===== config.mk =====
export PLATFORM = sky130hd
export DESIGN_NAME = fg_cordic_pipe_flat
export DESIGN_NICKNAME = d
export VERILOG_FILES = /design/src/rtl/fg_cordic_pipe_if.sv /design/src/rtl/fg_cordic_pipe.sv /design/src/flat_wrapper.sv
export SDC_FILE = /design/constraint.sdc
export NUM_CORES = 1
export LEC_CHECK = 0
export CORE_UTILIZATION = 55
export DETAILED_ROUTE_END_ITERATION = 8
export GPL_ROUTABILITY_DRIVEN = 1
export GPL_TIMING_DRIVEN = 0
export PLACE_DENSITY = 0.77
export SLEW_MARGIN = 20
export SYNTH_ARGS = -nofsm -noshare
export SYNTH_HDL_FRONTEND = slang
export SYNTH_SLANG_ARGS = --single-unit

===== constraint.sdc =====
create_clock -name clk_i -period 4 [get_ports clk_i]
set_input_delay 0.8 -clock clk_i [delete_from_list [all_inputs] [get_ports clk_i]]
set_output_delay 0.8 -clock clk_i [all_outputs]
set_load 0.01 [all_outputs]

===== src/rtl/fg_cordic_pipe_if.sv =====
// Sample-stream bus for fg_cordic_pipe: request side (x/y/phase/mode) and result side.
interface fg_cordic_pipe_if #(
    parameter int unsigned DATA_W  = 8,
    parameter int unsigned PHASE_W = 10
);
    logic                      clk_en_i;
    logic                      valid_i;
    logic                      mode_i;
    logic signed [DATA_W-1:0]  x_i;
    logic signed [DATA_W-1:0]  y_i;
    logic signed [PHASE_W-1:0] phase_i;
    logic                      valid_o;
    logic                      mode_o;
    logic signed [DATA_W:0]    x_o;
    logic signed [DATA_W:0]    y_o;
    logic signed [PHASE_W-1:0] phase_o;
    logic                      busy_o;

    modport master (output clk_en_i, valid_i, mode_i, x_i, y_i, phase_i,
                    input  valid_o, mode_o, x_o, y_o, phase_o, busy_o);
    modport slave  (input  clk_en_i, valid_i, mode_i, x_i, y_i, phase_i,
                    output valid_o, mode_o, x_o, y_o, phase_o, busy_o);
endinterface


===== src/rtl/fg_cordic_pipe.sv =====
// Fully pipelined rotation/vectoring CORDIC with valid/mode tagging, optional
// gain compensation and saturated outputs.
module fg_cordic_pipe #(
    parameter int unsigned DATA_W    = 8,
    parameter int unsigned PHASE_W   = 10,
    parameter int unsigned STAGES    = 7,
    parameter int unsigned GAIN_COMP = 0
) (
    input  logic            clk_i,
    input  logic            rstn_i,
    fg_cordic_pipe_if.slave bus
);
    localparam int unsigned IW = DATA_W + 2;
    localparam int unsigned OW = DATA_W + 1;
    localparam int unsigned PW = PHASE_W;
    localparam logic signed [PW-1:0] QTR = PW'(32'd1 << (PW - 2));

    typedef struct packed {
        logic          vld;
        logic          mode;
        logic [IW-1:0] x;
        logic [IW-1:0] y;
        logic [PW-1:0] z;
    } stage_t;

    // atan(2^-i) in 16-bit units (45 deg = 8192), rounded half-up to PW bits
    function automatic logic signed [PW-1:0] atan_f(input int i);
        int a16;
        int sh;
        logic signed [PW-1:0] r;
        case (i)
            0: a16 = 8192;  1: a16 = 4836;  2: a16 = 2555;  3: a16 = 1297;
            4: a16 = 651;   5: a16 = 326;   6: a16 = 163;   7: a16 = 81;
            8: a16 = 41;    9: a16 = 20;   10: a16 = 10;   11: a16 = 5;
            default: a16 = 0;
        endcase
        sh = 16 - int'(PW);
        if (sh <= 0) r = PW'(a16);
        else         r = PW'((a16 + (1 << (sh - 1))) >> sh);
        return r;
    endfunction

    function automatic logic signed [IW-1:0] gain_f(input logic signed [IW-1:0] v);
        return (v >>> 1) + (v >>> 3) - (v >>> 6) - (v >>> 9);
    endfunction

    // IW is one bit wider than OW, so overflow shows as disagreeing top bits
    function automatic logic signed [OW-1:0] sat_f(input logic signed [IW-1:0] v);
        logic signed [OW-1:0] r;
        if (v[IW-1] != v[IW-2]) r = v[IW-1] ? {1'b1, {(OW-1){1'b0}}} : {1'b0, {(OW-1){1'b1}}};
        else                    r = v[OW-1:0];
        return r;
    endfunction

    stage_t               pre_c;
    stage_t               st_q  [STAGES];
    stage_t               rot_c [STAGES];
    stage_t               tail_c;
    logic signed [IW-1:0] xe_c, ye_c;
    logic signed [IW-1:0] xs_c, ys_c, dx_c, dy_c;
    logic signed [PW-1:0] zs_c;
    logic                 cw_c;
    logic                 busy_nxt_c;

    // Quadrant pre-rotation brings the vector within reach of the micro-rotations
    always_comb begin
        xe_c       = IW'(bus.x_i);
        ye_c       = IW'(bus.y_i);
        pre_c      = '0;
        pre_c.vld  = bus.valid_i;
        pre_c.mode = bus.mode_i;
        pre_c.x    = xe_c;
        pre_c.y    = ye_c;
        if (!bus.mode_i) begin
            pre_c.z = bus.phase_i;
            case (bus.phase_i[PW-1 -: 2])
                2'b01: begin
                    pre_c.x = -ye_c;
                    pre_c.y = xe_c;
                    pre_c.z = {2'b00, bus.phase_i[PW-3:0]};
                end
                2'b10: begin
                    pre_c.x = ye_c;
                    pre_c.y = -xe_c;
                    pre_c.z = {2'b11, bus.phase_i[PW-3:0]};
                end
                default: ;
            endcase
        end else if (xe_c[IW-1]) begin
            if (!ye_c[IW-1]) begin
                pre_c.x = ye_c;
                pre_c.y = -xe_c;
                pre_c.z = QTR;
            end else begin
                pre_c.x = -ye_c;
                pre_c.y = xe_c;
                pre_c.z = -QTR;
            end
        end
    end

    // Micro-rotation i operates on stage register i
    always_comb begin
        xs_c = '0;
        ys_c = '0;
        dx_c = '0;
        dy_c = '0;
        zs_c = '0;
        cw_c = 1'b0;
        for (int i = 0; i < int'(STAGES); i++) begin
            xs_c     = st_q[i].x;
            ys_c     = st_q[i].y;
            zs_c     = st_q[i].z;
            cw_c     = st_q[i].mode ? !ys_c[IW-1] : zs_c[PW-1];
            dx_c     = ys_c >>> i;
            dy_c     = xs_c >>> i;
            rot_c[i] = st_q[i];
            if (cw_c) begin
                rot_c[i].x = xs_c + dx_c;
                rot_c[i].y = ys_c - dy_c;
                rot_c[i].z = zs_c + atan_f(i);
            end else begin
                rot_c[i].x = xs_c - dx_c;
                rot_c[i].y = ys_c + dy_c;
                rot_c[i].z = zs_c - atan_f(i);
            end
        end
    end

    if (GAIN_COMP != 0) begin : g_gain
        stage_t gain_q;

        always_ff @(posedge clk_i or negedge rstn_i) begin
            if (!rstn_i)             gain_q <= '0;
            else if (bus.clk_en_i)   gain_q <= rot_c[STAGES-1];
        end

        always_comb begin
            tail_c   = gain_q;
            tail_c.x = gain_f(gain_q.x);
            tail_c.y = gain_f(gain_q.y);
        end
    end else begin : g_nogain
        always_comb tail_c = rot_c[STAGES-1];
    end

    // busy reflects every valid flag after the coming advance
    always_comb begin
        busy_nxt_c = pre_c.vld | tail_c.vld;
        for (int i = 0; i < int'(STAGES); i++) busy_nxt_c = busy_nxt_c | st_q[i].vld;
    end

    always_ff @(posedge clk_i or negedge rstn_i) begin
        if (!rstn_i) begin
            for (int i = 0; i < int'(STAGES); i++) st_q[i] <= '0;
            bus.valid_o <= 1'b0;
            bus.mode_o  <= 1'b0;
            bus.x_o     <= '0;
            bus.y_o     <= '0;
            bus.phase_o <= '0;
            bus.busy_o  <= 1'b0;
        end else if (bus.clk_en_i) begin
            st_q[0] <= pre_c;
            for (int i = 1; i < int'(STAGES); i++) st_q[i] <= rot_c[i-1];
            bus.valid_o <= tail_c.vld;
            bus.mode_o  <= tail_c.mode;
            bus.x_o     <= sat_f(tail_c.x);
            bus.y_o     <= sat_f(tail_c.y);
            bus.phase_o <= tail_c.z;
            bus.busy_o  <= busy_nxt_c;
        end
    end
endmodule


===== src/flat_wrapper.sv =====
// flat-port wrapper written by rule: the top's interface ports become plain ports
module fg_cordic_pipe_flat 
#(
    parameter int unsigned DATA_W    = 8,
    parameter int unsigned PHASE_W   = 10,
    parameter int unsigned STAGES    = 7,
    parameter int unsigned GAIN_COMP = 0
)
  (clk_i, rstn_i, bus_clk_en_i, bus_valid_i, bus_mode_i, bus_x_i, bus_y_i, bus_phase_i, bus_valid_o, bus_mode_o, bus_x_o, bus_y_o, bus_phase_o, bus_busy_o);
  fg_cordic_pipe_if #(.DATA_W(DATA_W), .PHASE_W(PHASE_W)) bus_i ();
  input  logic clk_i;
  input  logic rstn_i;
  input wire logic [$bits(bus_i.clk_en_i)-1:0] bus_clk_en_i;
  input wire logic [$bits(bus_i.valid_i)-1:0] bus_valid_i;
  input wire logic [$bits(bus_i.mode_i)-1:0] bus_mode_i;
  input wire logic [$bits(bus_i.x_i)-1:0] bus_x_i;
  input wire logic [$bits(bus_i.y_i)-1:0] bus_y_i;
  input wire logic [$bits(bus_i.phase_i)-1:0] bus_phase_i;
  output wire logic [$bits(bus_i.valid_o)-1:0] bus_valid_o;
  output wire logic [$bits(bus_i.mode_o)-1:0] bus_mode_o;
  output wire logic [$bits(bus_i.x_o)-1:0] bus_x_o;
  output wire logic [$bits(bus_i.y_o)-1:0] bus_y_o;
  output wire logic [$bits(bus_i.phase_o)-1:0] bus_phase_o;
  output wire logic [$bits(bus_i.busy_o)-1:0] bus_busy_o;
  assign bus_i.clk_en_i = bus_clk_en_i;
  assign bus_i.valid_i = bus_valid_i;
  assign bus_i.mode_i = bus_mode_i;
  assign bus_i.x_i = bus_x_i;
  assign bus_i.y_i = bus_y_i;
  assign bus_i.phase_i = bus_phase_i;
  assign bus_valid_o = bus_i.valid_o;
  assign bus_mode_o = bus_i.mode_o;
  assign bus_x_o = bus_i.x_o;
  assign bus_y_o = bus_i.y_o;
  assign bus_phase_o = bus_i.phase_o;
  assign bus_busy_o = bus_i.busy_o;
  fg_cordic_pipe #(.DATA_W(DATA_W), .PHASE_W(PHASE_W), .STAGES(STAGES), .GAIN_COMP(GAIN_COMP)) u_core (.clk_i(clk_i), .rstn_i(rstn_i), .bus(bus_i));
endmodule

==> results of run 1 <==
[cell usage after synthesis, types with 5 or more instances]
cell type    n
nor2_1     196
inv_1      134
nand3b_1    25
nand3_1     36
nor3_1      65
or4_1        6
o211ai_1    24
a21oi_1    185
o21bai_1    20
xor2_1      65
a21boi_0     8
nor2b_1     30
and3_1       8
ha_1       200
nor4_1      17
buf_1       15
dfrtp_1    254
nand2b_1    11
nand4b_1     9
a31oi_1     36
o21ai_0    123
nand2_1    144
a211oi_1    28
and2_1       5
nor3b_1      7
fa_1        22
mux2i_1     20
o2111ai_1    8
nand4_1      8
a211o_1      9
xnor2_1    112
or3_1       19
o31ai_1     34
a22oi_1      5
a21o_1      77
a221oi_1     5
mux2_2      96
o22ai_1      7
or2_2        6
clkbuf_1    68
o21a_1      31
[worst max path at each step]
| stage | from | slack, ns | cells past startpoint | endpoint |
|---|---|---|---|---|
| after floorplan | u_core.rot_c[30]$_DFFE_PN0P_ | 0.58 | 13 | u_core.bus.x_o[0]$_DFFE_PN0P_ |
| after global placement | rstn_i | -8.77 | 1 | u_core.rot_c[95]$_DFFE_PN0P_ |
| after global routing | u_core.ys_c[6]$_DFFE_PN0P_ | -0.002 | 15 | u_core.bus.x_o[3]$_DFFE_PN0P_ |
| after detailed placement | u_core.rot_c[30]$_DFFE_PN0P_ | -0.48 | 13 | u_core.bus.x_o[6]$_DFFE_PN0P_ |
| final | u_core.rot_c[190]$_DFFE_PN0P_ | 0.29 | 12 | u_core.st_q[156]$_DFFE_PN0P_ |
| after CTS | u_core.rot_c[30]$_DFFE_PN0P_ | 0.05 | 13 | u_core.bus.x_o[6]$_DFFE_PN0P_ |
[per-layer routing]
| layer | up-vias | global-route usage, % | part of all wire [%] |
|---|---|---|---|
| met3 | 153 | 3.49 | 5.9 |
| met1 | 8727 | 42.8 | 43 |
| li1 | 8230 | - | - |
| met4 | 0 | 13.5 | 4.5 |
| met2 | 676 | 53.8 | 47 |
| met5 | - | 0 | 0 |
[final cells by class]
| cell class | count | area, µm² | area share (%) |
|---|---|---|---|
| buffer | 97 | 454 | 2.04 |
| clock buffer | 38 | 810 | 3.64 |
| sequential | 254 | 6360 | 28.6 |
| clock inverter | 14 | 163 | 0.730 |
| multi-input combinational | 1760 | 12800 | 57.6 |
| inverter | 136 | 510 | 2.29 |
| tap | 461 | 577 | 2.59 |
| timing repair buffer | 54 | 581 | 2.61 |
[metrics by stage]
step	TNS (ns)	util, %	hold WS, ns	cells	worst slack, ns
2_1_floorplan	0	-	0.446	2248	0.575
3_3_place_gp	-2219.97	59.4	0.473	2761	-8.77
3_5_place_dp	-4.09	59.5	0.478	2763	-0.476
4_1_cts	0	62.3	0.273	2815	0.0487
5_1_grt	-0.00243	62.3	0.312	2814	-0.00243
6_report	0	62.3	0.240	2814	0.290
[sequential cells by signal, indices dropped and copies added (netlist names)]
signal              flops
u_core.bus.busy_o       1
u_core.bus.mode_o       1
u_core.bus.phase_o     10
u_core.bus.valid_o      1
u_core.bus.x_o          9
u_core.bus.y_o          9
u_core.rot_c           14
u_core.st_q           179
u_core.xs_c            10
u_core.ys_c            10
u_core.zs_c            10
[repair_timing]
item,CTS,global route
resized for setup,4,6
hold buffers,0,0
setup endpoints to repair,9,21
pin swaps,0,0
[cells by family (layout without fill, tap and decap cells)]
group / after synthesis / count (layout) / synth area share [%]
AO/OA/AOI/OAI: 640 / 640 / 20.4
AND/OR/NAND/NOR: 605 / 605 / 14.5
flip-flops: 254 / 254 / 31.6
buffers and inverters: 234 / 339 / 4.80
adder cells (fa/ha/maj): 222 / 222 / 14.6
XOR/XNOR: 177 / 177 / 7.71
multiplexers: 116 / 116 / 6.37
==> results.json, run 1 <==
{
  "via_per_inst": 6.32,
  "synth_top_area_cell": "dfrtp_1",
  "drt-total-wl_um": 59700,
  "max_slew_margin_pct": 14.6,
  "vias": 17786,
  "first_global_vias": 17817,
  "numCtsBuffers": 29,
  "ys_types": 81,
  "cts_tree": "yes",
  "postSynthCellCount": 2248,
  "layout_common_cells": "dfrtp_1, ha_1, nor2_1",
  "cts_setup_buffers": 0,
  "clockBufferDepth": 3,
  "cts_max_level": 1,
  "cp_max_fo": 14,
  "synthDominantCellAreaShare_pct": 31.6,
  "final_common_cell": "dfrtp_1",
  "die_w_um": 193,
  "placed_cell_area_mm2": 0.0213,
  "ioPinCount": 62,
  "tightest_slew_ns": 1.28,
  "critPathKind": "reg -> reg",
  "synth-seq-area-share_pct": 31.6,
  "clk_latency_ns": 0.58,
  "core_area_mm2": 0.0357,
  "fin_skew_ns": 0.0165,
  "synth_edf_count": 0,
  "r2r-start": "u_core.rot_c[190]$_DFFE_PN0P_",
  "critPathMaxStageDelay_ns": 0.54,
  "drive_above_1_share_pct": 8.07,
  "dp_hpwl_um": 44800,
  "clk_pin_slew_worst_paths_ns": 0.06,
  "synth.area.top_cells": "dfrtp_1, ha_1, mux2_2, xnor2_1, a21oi_1",
  "synth_ff_type": "dfrtp_1",
  "dieArea_mm2": 0.0373,
  "drcViolationCount": 0,
  "final_nets": 2585,
  "r2r-end": "u_core.st_q[156]$_DFFE_PN0P_",
  "cpMostUsedCell": "a21o_1",
  "arrival_ns": 4.18,
  "maxCapViolations": 0,
  "async_flop_share_pct": 100,
  "syn-num-nets": 2501,
  "crit_path_top_delay_cell": "clkbuf_1",
  "grt_max_degree": 102,
  "path_delay_family": "compound AO/OA/AOI/OAI gates",
  "die_h_um": 193,
  "crit_chain": "nor2_1 > or2_2 > clkbuf_1 > o21ai_0 > fa_1 > a21o_1 > a21o_1 > a21o_1 > a21o_1 > a21oi_1 > mux2i_1 > a211o_1",
  "crit_required_ns": 4.47,
  "setup_viol": 0,
  "diodes": 0,
  "grt_pass1_wl_um": 96200,
  "dr.pass1.iters": 7,
  "cts.sinks": 254,
  "areaGrowthSynthToFinish_pct": 10.7,
  "path_buf_inv": 1,
  "min_path_type": "in -> async",
  "post-route-period-util_pct": 92.8,
  "grtUsageTotal_pct": 32.3,
  "fill_cells": 3032,
  "hold_viol": 0,
  "ff2ff_path_depth": 12,
  "overflow": 0,
  "r2r_slack_ns": 0.29,
  "num_rows": 69,
  "first_iter_violations": 1569,
  "design_area_mm2": 0.0223,
  "ant_nets": 0,
  "initial_core_util_pct": 56.3,
  "gp_congestion": 0.916,
  "cp-end-kind": "register",
  "fin_crit_ns": 3.71,
  "antenna_found_initial": 0,
  "ys_warn_count": 0,
  "max_clock_freq_mhz": 270,
  "port_buffers": 52,
  "ys_ff_latch": 254,
  "syn_avg_cell_area_um2": 8.95,
  "wl_per_cell_um": 21.2,
  "cp-start-kind": "register",
  "syn_area_mm2": 0.0201,
  "cts_root_buffer": "clkbuf_16",
  "outcome": "finished, final reports clean",
  "drv_slew": 0
}
Power of run 1 is not shown: default switching activity piles up to over one toggle a cycle in this logic, so the estimate is an artifact.
==> inputs of run 2 (changes only) <==
- TNS_END_PERCENT: unset -> 10
==> results of run 2 <==
Same layout as run 1: the final DEF is identical, and so are final timing and power.
Power of run 2 is left out for the same reason.
==> inputs of run 3 (changes only) <==
- ABC_CLOCK_PERIOD_IN_PS: unset -> 4000
==> results of run 3 <==
Same layout as run 1: the final DEF is identical, and so are final timing and power.
Power of run 3 is left out for the same reason.
